File: config.mk
export PLATFORM = sky130hd
export DESIGN_NAME = adc_serial_reader
export DESIGN_NICKNAME = d
export VERILOG_FILES = /design/src/rtl/adc_pkg.sv /design/src/rtl/adc_sclk_gen.sv /design/src/rtl/adc_serial_reader.sv
export SDC_FILE = /design/constraint.sdc
export NUM_CORES = 1
export LEC_CHECK = 0
export CORE_MARGIN = 2
export CORE_UTILIZATION = 54
export DETAILED_ROUTE_END_ITERATION = 10
export GPL_ROUTABILITY_DRIVEN = 0
export PLACE_DENSITY = 0.89
export REMOVE_ABC_BUFFERS = 1
export SLEW_MARGIN = 20
export SYNTH_ARGS = -nofsm -noshare
export SYNTH_HDL_FRONTEND = slang
export SYNTH_SLANG_ARGS = --single-unit
File: constraint.sdc
create_clock -name CLK -period 2.1 [get_ports CLK]
set_input_delay 0.42 -clock CLK [delete_from_list [all_inputs] [get_ports CLK]]
set_output_delay 0.42 -clock CLK [all_outputs]
set_load 0.01 [all_outputs]
File: src/rtl/adc_pkg.sv
// adc_pkg: shared types and helpers for the serial ADC reader.
//   adc_state_e     - controller FSM states
//   SCLK_IDLE       - SCLK level outside a burst
//   SCLK_SAMPLE_LVL - SCLK level driven on the edge where Dout is captured
//   lane_lsb()      - LSB position of a lane's word in the packed data bus
package adc_pkg;

  typedef enum logic [2:0] {
    IDLE,
    CONV,
    WAIT_HI,
    WAIT_LO,
    CS_SETUP,
    SHIFT,
    DONE
  } adc_state_e;

  localparam logic SCLK_IDLE       = 1'b1;
  localparam logic SCLK_SAMPLE_LVL = 1'b1;

  function automatic int unsigned lane_lsb(input int unsigned lane, input int unsigned bits);
    return lane * bits;
  endfunction

endpackage

File: src/rtl/adc_sclk_gen.sv
// adc_sclk_gen: SCLK divider and edge-strobe generator.
// While en_i is high, SCLK toggles every SCLK_DIV clocks, first edge falling.
// Once stop_i is high with SCLK at the sample level, the next tick raises
// end_o instead of toggling, so SCLK is parked high.
// Ports:
//   clk_i, rst_i  clock, synchronous active-high reset
//   en_i          run the divider; low reloads it and parks SCLK at idle
//   stop_i        suppress further falling edges (burst length reached)
//   sclk_o        registered SCLK level
//   rise_o        this cycle drives SCLK high (capture cycle)
//   fall_o        this cycle drives SCLK low
//   end_o         tick on which the burst would have fallen but stop_i held it
//   edge_cnt_o    rising edges since en_i went high
module adc_sclk_gen
  import adc_pkg::*;
#(
  parameter int unsigned SCLK_DIV = 2,
  parameter int unsigned CW       = 4
) (
  input  logic          clk_i,
  input  logic          rst_i,
  input  logic          en_i,
  input  logic          stop_i,
  output logic          sclk_o,
  output logic          rise_o,
  output logic          fall_o,
  output logic          end_o,
  output logic [CW-1:0] edge_cnt_o
);
  localparam int unsigned   DW       = (SCLK_DIV > 1) ? $clog2(SCLK_DIV) : 1;
  localparam logic [DW-1:0] DIV_LOAD = DW'(SCLK_DIV - 1);

  logic [DW-1:0] div_q, div_d;
  logic          sclk_q, sclk_d;
  logic [CW-1:0] cnt_q, cnt_d;
  logic          tick;
  logic          at_sample;

  always_comb begin
    tick      = en_i && (div_q == '0);
    at_sample = (sclk_q == SCLK_SAMPLE_LVL);
    rise_o    = tick && !at_sample;
    fall_o    = tick && at_sample && !stop_i;
    end_o     = tick && at_sample && stop_i;
    div_d     = div_q;
    sclk_d    = sclk_q;
    cnt_d     = cnt_q;
    if (!en_i) begin
      div_d  = DIV_LOAD;
      sclk_d = SCLK_IDLE;
      cnt_d  = '0;
    end else if (tick) begin
      div_d = DIV_LOAD;
      if (rise_o) begin
        sclk_d = SCLK_SAMPLE_LVL;
        cnt_d  = cnt_q + CW'(1);
      end else if (fall_o) begin
        sclk_d = ~SCLK_SAMPLE_LVL;
      end
    end else begin
      div_d = div_q - DW'(1);
    end
  end

  always_ff @(posedge clk_i) begin
    if (rst_i) begin
      div_q  <= DIV_LOAD;
      sclk_q <= SCLK_IDLE;
      cnt_q  <= '0;
    end else begin
      div_q  <= div_d;
      sclk_q <= sclk_d;
      cnt_q  <= cnt_d;
    end
  end

  assign sclk_o     = sclk_q;
  assign edge_cnt_o = cnt_q;

endmodule

File: src/rtl/adc_serial_reader.sv
// adc_serial_reader: CNVST/BUSY multi-lane serial ADC controller.
// On start: pulse CNVST low, wait out BUSY, then clock LANES data lines in
// parallel over one SCLK burst and present all words with a valid strobe.
// Optional build macro ADC_AVG_EN: one start runs 2^AVG_LOG2 conversions and
// data_out carries the truncated per-lane average.
// Ports:
//   CLK, RST      clock, synchronous active-high reset
//   start         conversion request, honoured in IDLE only
//   BUSY_ADC      ADC busy (asynchronous, synchronised here)
//   Dout_ADC      serial data, bit k = lane k
//   CNVST_ADC     conversion start, active low
//   CS_ADC        chip select, active low
//   SCLK_ADC      serial clock, idles high
//   data_out      lane k in [k*BITS +: BITS]
//   valid         one-cycle strobe, data_out updated
//   ready         high in IDLE
//   timeout_err   one-cycle strobe on BUSY timeout
//
// state    | meaning
// IDLE     | ready, waiting for start
// CONV     | CNVST low for CNV_LOW cycles
// WAIT_HI  | waiting for synchronised BUSY to rise
// WAIT_LO  | waiting for synchronised BUSY to fall
// CS_SETUP | CS low, SCLK high for SCLK_DIV cycles
// SHIFT    | SCLK burst, lanes captured on rising edges
// DONE     | data_out loaded, valid high
module adc_serial_reader
  import adc_pkg::*;
#(
  parameter int unsigned LANES        = 2,
  parameter int unsigned BITS         = 14,
  parameter int unsigned SCLK_DIV     = 2,
  parameter int unsigned CNV_LOW      = 3,
  parameter int unsigned BUSY_TIMEOUT = 200
`ifdef ADC_AVG_EN
  ,parameter int unsigned AVG_LOG2    = 2
`endif
) (
  input  logic                  CLK,
  input  logic                  RST,
  input  logic                  start,
  input  logic                  BUSY_ADC,
  input  logic [LANES-1:0]      Dout_ADC,
  output logic                  CNVST_ADC,
  output logic                  CS_ADC,
  output logic                  SCLK_ADC,
  output logic [LANES*BITS-1:0] data_out,
  output logic                  valid,
  output logic                  ready,
  output logic                  timeout_err
);
  localparam int unsigned       CNV_W     = $clog2(CNV_LOW + 1);
  localparam int unsigned       TO_W      = $clog2(BUSY_TIMEOUT + 1);
  localparam int unsigned       EDGE_W    = $clog2(BITS + 1);
  localparam logic [CNV_W-1:0]  CNV_LOAD  = CNV_W'(CNV_LOW - 1);
  localparam logic [TO_W-1:0]   TO_LOAD   = TO_W'(BUSY_TIMEOUT - 1);
  localparam logic [EDGE_W-1:0] EDGE_LAST = EDGE_W'(BITS);

  adc_state_e state_q, state_d;
  logic busy_s1_q, busy_s2_q;
  logic [CNV_W-1:0] cnv_cnt_q, cnv_cnt_d;
  logic [TO_W-1:0] to_cnt_q, to_cnt_d;
  logic cnvst_q, cnvst_d, cs_q, cs_d, valid_q, valid_d, ready_q, ready_d, terr_q, terr_d;
  logic [LANES*BITS-1:0] data_q, result_w;
  logic load_data, last_conv, batch_start, shift_done;
  logic sclk_en, sclk_stop, sclk_rise, sclk_fall, sclk_end;
  logic [EDGE_W-1:0] edge_cnt;

  adc_sclk_gen #(.SCLK_DIV(SCLK_DIV), .CW(EDGE_W)) u_sclk (
    .clk_i      (CLK),
    .rst_i      (RST),
    .en_i       (sclk_en),
    .stop_i     (sclk_stop),
    .sclk_o     (SCLK_ADC),
    .rise_o     (sclk_rise),
    .fall_o     (sclk_fall),
    .end_o      (sclk_end),
    .edge_cnt_o (edge_cnt)
  );

  assign sclk_en     = (state_q == CS_SETUP) || (state_q == SHIFT);
  assign sclk_stop   = (edge_cnt == EDGE_LAST);
  assign batch_start = (state_q == IDLE) && start;
  assign shift_done  = (state_q == SHIFT) && sclk_end;

  for (genvar k = 0; k < LANES; k++) begin : g_lane
    logic [BITS-1:0] sh_q;
    always_ff @(posedge CLK) begin
      if (RST)            sh_q <= '0;
      else if (sclk_rise) sh_q <= {sh_q[BITS-2:0], Dout_ADC[k]};
    end
`ifdef ADC_AVG_EN
    logic [BITS+AVG_LOG2-1:0] acc_q, acc_sum;
    assign acc_sum = acc_q + {{AVG_LOG2{1'b0}}, sh_q};
    always_ff @(posedge CLK) begin
      if (RST || batch_start) acc_q <= '0;
      else if (shift_done)    acc_q <= acc_sum;
    end
    // Final word is folded in combinationally so the average is ready on the same edge.
    assign result_w[lane_lsb(k, BITS) +: BITS] = acc_sum[AVG_LOG2 +: BITS];
`else
    assign result_w[lane_lsb(k, BITS) +: BITS] = sh_q;
`endif
  end

`ifdef ADC_AVG_EN
  localparam int unsigned       CONV_W    = (AVG_LOG2 > 0) ? AVG_LOG2 : 1;
  localparam logic [CONV_W-1:0] CONV_LAST = CONV_W'((1 << AVG_LOG2) - 1);
  logic [CONV_W-1:0] conv_q;
  always_ff @(posedge CLK) begin
    if (RST || batch_start) conv_q <= '0;
    else if (shift_done)    conv_q <= conv_q + CONV_W'(1);
  end
  assign last_conv = (conv_q == CONV_LAST);
`else
  assign last_conv = 1'b1;
`endif

  always_comb begin
    state_d   = state_q;
    cnv_cnt_d = cnv_cnt_q;
    to_cnt_d  = to_cnt_q;
    terr_d    = 1'b0;
    load_data = 1'b0;
    unique case (state_q)
      IDLE: if (start) begin
        state_d   = CONV;
        cnv_cnt_d = CNV_LOAD;
        to_cnt_d  = TO_LOAD;
      end
      CONV, WAIT_HI, WAIT_LO: begin
        if (to_cnt_q == '0) begin
          state_d = IDLE;
          terr_d  = 1'b1;
        end else begin
          to_cnt_d = to_cnt_q - TO_W'(1);
          if (state_q == CONV) begin
            if (cnv_cnt_q == '0) state_d = WAIT_HI;
            else cnv_cnt_d = cnv_cnt_q - CNV_W'(1);
          end else if (state_q == WAIT_HI) begin
            if (busy_s2_q) state_d = WAIT_LO;
          end else if (!busy_s2_q) begin
            state_d = CS_SETUP;
          end
        end
      end
      CS_SETUP: if (sclk_fall) state_d = SHIFT;
      SHIFT: if (sclk_end) begin
        if (last_conv) begin
          state_d   = DONE;
          load_data = 1'b1;
        end else begin
          state_d   = CONV;
          cnv_cnt_d = CNV_LOAD;
          to_cnt_d  = TO_LOAD;
        end
      end
      DONE:    state_d = IDLE;
      default: state_d = IDLE;
    endcase
    // Pins are decoded from the next state and registered so they never glitch.
    cnvst_d = (state_d != CONV);
    cs_d    = !((state_d == CS_SETUP) || (state_d == SHIFT));
    ready_d = (state_d == IDLE);
    valid_d = load_data;
  end

  always_ff @(posedge CLK) begin
    if (RST) begin
      state_q   <= IDLE;
      busy_s1_q <= 1'b0;
      busy_s2_q <= 1'b0;
      cnv_cnt_q <= '0;
      to_cnt_q  <= '0;
      cnvst_q   <= 1'b1;
      cs_q      <= 1'b1;
      valid_q   <= 1'b0;
      ready_q   <= 1'b1;
      terr_q    <= 1'b0;
      data_q    <= '0;
    end else begin
      state_q   <= state_d;
      busy_s1_q <= BUSY_ADC;
      busy_s2_q <= busy_s1_q;
      cnv_cnt_q <= cnv_cnt_d;
      to_cnt_q  <= to_cnt_d;
      cnvst_q   <= cnvst_d;
      cs_q      <= cs_d;
      valid_q   <= valid_d;
      ready_q   <= ready_d;
      terr_q    <= terr_d;
      if (load_data) data_q <= result_w;
    end
  end

  assign CNVST_ADC   = cnvst_q;
  assign CS_ADC      = cs_q;
  assign data_out    = data_q;
  assign valid       = valid_q;
  assign ready       = ready_q;
  assign timeout_err = terr_q;

endmodule

==> impl_metrics.csv <==
group,metric,value,unit
floorplanning,placementRows,28,
sta,hold_viol,0,
clock_tree,post_cts_buffers,0,
route,drtIter0Drc,142,
yosys,ys_async_sr_fraction,0,%
clock_tree,cts_tree,"yes",
pwr,vdd_drop_max,0.000570,V
route,drc_errors,0,
sta,max_slew.worst_pin.slew,0.505,ns
status,status,"finished clean",
finish,fin_nets,422,
floorplanning,design.core.area,5850,sq um
route,met3_length,224,um
global_routing,grt_usage,20.6,%
clock_tree,clk-insertion-delay-late,0.35,ns
global_routing,grt_pass1_vias,2327,
floorplanning,io_pins,40,
yosys,ys.flop_type,"dfxtp_1",
yosys,synthCells,378,
clock_tree,root_buffer,"clkbuf_8",
sta,max_clock_freq,549,MHz
sta,slew_violations,0,
yosys,synth_top_area_share,50.8,%
route,drt_first_pass_iters,4,
worst_setup_path,rrSetupSlack,0.29,ns
yosys,synth_area_leaders,"dfxtp_1, nand2_1, a21oi_1",
worst_setup_path,crit_slowest_cell,"clkdlybuf4s50_1",
placement,dp_hpwl,4.19,mm
floorplanning,start_util,55.2,%
pwr,p_leak,1.28,nW
global_routing,grt_remaining_overflow,0,
min_path,hp-start,"busy_s1_q",
yosys,synth_area,3230,sq um
global_routing,antenna_found_initial,0,
clock_tree,clk_pin_slew,0.08,ns
sta,setup_slack,0.280,ns
worst_setup_path,reg2reg_from,"to_cnt_q[0]",
worst_setup_path,crit_chain,"clkdlybuf4s50_1",
finish,n_antenna_cell,0,
min_path,holdPathEnd,"busy_s2_q",
worst_setup_path,path_max_fanout,6,
worst_setup_path,cp_num_buf_inv,1,
run,cap_violations,0,
yosys,synthDistinctLibCells,43,
placement,dpl_worst_slack,0.321,ns
floorplanning,fp.dieH,81.4,um
yosys,seq_area_frac_synth,50.8,%
worst_setup_path,endpoint_kind,"output pin",
route,vias,2583,
finish,syn2layout_area_growth,20.8,%
sta,skew,0.00793,ns
sta,setup_viol,0,
route,wl,6.30,mm
worst_setup_path,reg2regPathDepth,6,
route,dr_wl_met2,3.07,mm
clock_tree,htreeDepth,3,
min_path,hold_class,"flop to flop",
yosys,syn_avg_cell_area,8.55,sq um
finish,stdcell_area,3900,sq um
worst_setup_path,required,1.68,ns
yosys,ys_ff_latch,82,
sta,period_minus_slack,1.82,ns
clock_tree,cts_made_buffers,9,
min_path,min_delay_path_depth,1,
worst_setup_path,startpoint_type,"flop",
sta,slew_headroom,66.4,%
yosys,synth_edf_count,0,
worst_setup_path,path_delay_family,"buffers and inverters",
route,topRoutingLayerUsed,"met4",
route,met1Wirelength,2.89,mm
placement,io_buffers,39,
global_routing,grt_pass1_wl,10.4,mm
route,routedWlPerCell,12.8,um
clock_tree,clockBufferDepth,2,
route,antenna_left,0,
worst_setup_path,critical_path_class,"flop to output pin",
placement,place_area,3660,sq um
yosys,yosysTopAreaCell,"dfxtp_1",
finish,drive_above_1_share,11.0,%
floorplanning,die_x,81.4,um
sta,tns,0,ns
sta,rsz0062_at_grt,"no",
worst_setup_path,cp_data_arrival_time,1.40,ns
yosys,yosysWarnings,0,
worst_setup_path,r2r-end,"to_cnt_q[4]",
route,viasPerCell,5.25,
floorplanning,fp.dieArea,6620,sq um
global_routing,grt_start_max_net_pins,30,
worst_setup_path,cpPeakStageDelay,0.59,ns
clock_tree,post_cts_resized,0,
pwr,p_per_area,810,nW/um^2
sta,fin_crit_sh,86.7,%
clock_tree,ctsHoldBuffers,0,
clock_tree,cts_sinks,82,
worst register-to-register path, delay by kind of cell (launching register included):
kind	cells	cell delay, ns
XOR/XNOR	1	0.17
adder cells (fa/ha/maj)	1	0.26
buffers and inverters	1	0.07
flip-flops	1	0.37
AO/OA/AOI/OAI	1	0.26
AND/OR/NAND/NOR	2	0.56
metrics by stage:
step | cells | hold slack, ns | total power [mW] | util (%)
3_5_place_dp | 476 | 0.430 | 1.84 | 62.6
5_1_grt | 492 | 0.471 | 3.29 | 66.7
4_1_cts | 492 | 0.446 | 3.18 | 66.7
3_3_place_gp | 476 | 0.419 | 1.83 | 62.6
6_report | 492 | 0.441 | 3.16 | 66.7
2_1_floorplan | 353 | 0.414 | 1.76 | -
layout make-up:
type	instances	area [sq um]
multi-input cells	266	1440
clock inverters	6	113
flip-flops and latches	82	1640
clock buffers	10	128
fillers	465	1950
well taps	75	93.8
inverters	5	18.8
repair buffers	48	465
how the worst max path moves through the flow:
stage                                     from            to  slack, ns  depth (start not counted)
after detailed placement            state_q[2]  data_out[13]       0.32                          4
final                            u_sclk.sclk_o      SCLK_ADC       0.28                          1
after global placement              state_q[2]  data_out[13]       0.37                          4
after global routing               to_cnt_q[0]   to_cnt_q[4]       0.13                          6
after CTS                        u_sclk.sclk_o      SCLK_ADC       0.26                          1
after floorplan           u_sclk.edge_cnt_o[0]    state_q[1]      -0.97                          6
cells in the final DEF (no fill, tap or decap), types with 2 or more instances in the layout:
master / n
o2111ai_1: 3
bufinv_16: 3
dfxtp_1: 82
buf_4: 8
ha_1: 4
nor2_1: 15
or4_4: 2
a21oi_1: 65
xnor2_1: 2
nand2_2: 10
nand2b_1: 5
clkdlybuf4s50_1: 38
clkbuf_8: 9
a311oi_1: 2
nor3_1: 7
mux2i_1: 2
nor3b_1: 2
nor2b_1: 5
xor2_1: 6
inv_1: 5
nand2_1: 108
nand4_1: 2
a211oi_1: 4
nand3_1: 3
Yosys cell counts, types with 2 or more instances:
| cell type | instances |
|---|---|
| a311oi_1 | 2 |
| nand2_2 | 10 |
| o2111ai_1 | 3 |
| xor2_1 | 6 |
| buf_2 | 6 |
| clkbuf_1 | 13 |
| nand3_1 | 3 |
| ha_1 | 4 |
| or4_4 | 2 |
| nor3_1 | 7 |
| buf_4 | 3 |
| nor2b_1 | 5 |
| dfxtp_1 | 82 |
| buf_6 | 3 |
| nor3b_1 | 2 |
| nand2_1 | 108 |
| xnor2_1 | 2 |
| inv_1 | 5 |
| nor2_1 | 15 |
| a21oi_1 | 65 |
| nand4_1 | 2 |
| mux2i_1 | 2 |
| nand2b_1 | 5 |
| a211oi_1 | 4 |
flip-flops by register name (all words and copies together), names as in the netlist:
name               count
state_q                3
valid                  1
busy_s2_q              1
CNVST_ADC              1
data_out              28
timeout_err            1
u_sclk.sclk_o          1
g_lane.sh_q           28
busy_s1_q              1
to_cnt_q               8
CS_ADC                 1
cnv_cnt_q              2
u_sclk.div_q           1
u_sclk.edge_cnt_o      4
ready                  1
per-layer routing:
layer	vias up	GRT usage, %
met4	0	9.66
li1	1329	-
met3	12	4.00
met5	-	0
met1	1188	26.8
met2	54	32.8
power by group:
group	internal [mW]	leakage [nW]	switching (mW)
logic	0.0881	0.500	0.109
clock network	0.795	0.121	0.564
registers	1.58	0.663	0.0305
cell families (layout without fill, tap and decap cells):
group | after synthesis | count (layout) | share of synthesized area (%)
buffers and inverters | 30 | 69 | 4.76
DFF | 82 | 82 | 50.8
adders and majority gates | 4 | 4 | 1.55
xor gates and xnor gates | 8 | 8 | 2.17
AOI/OAI and AO/OA | 85 | 85 | 16.0
and+or+nand+nor | 167 | 167 | 24.1
muxes | 2 | 2 | 0.619
No activity file was read; power rests on OpenSTA's default activity.
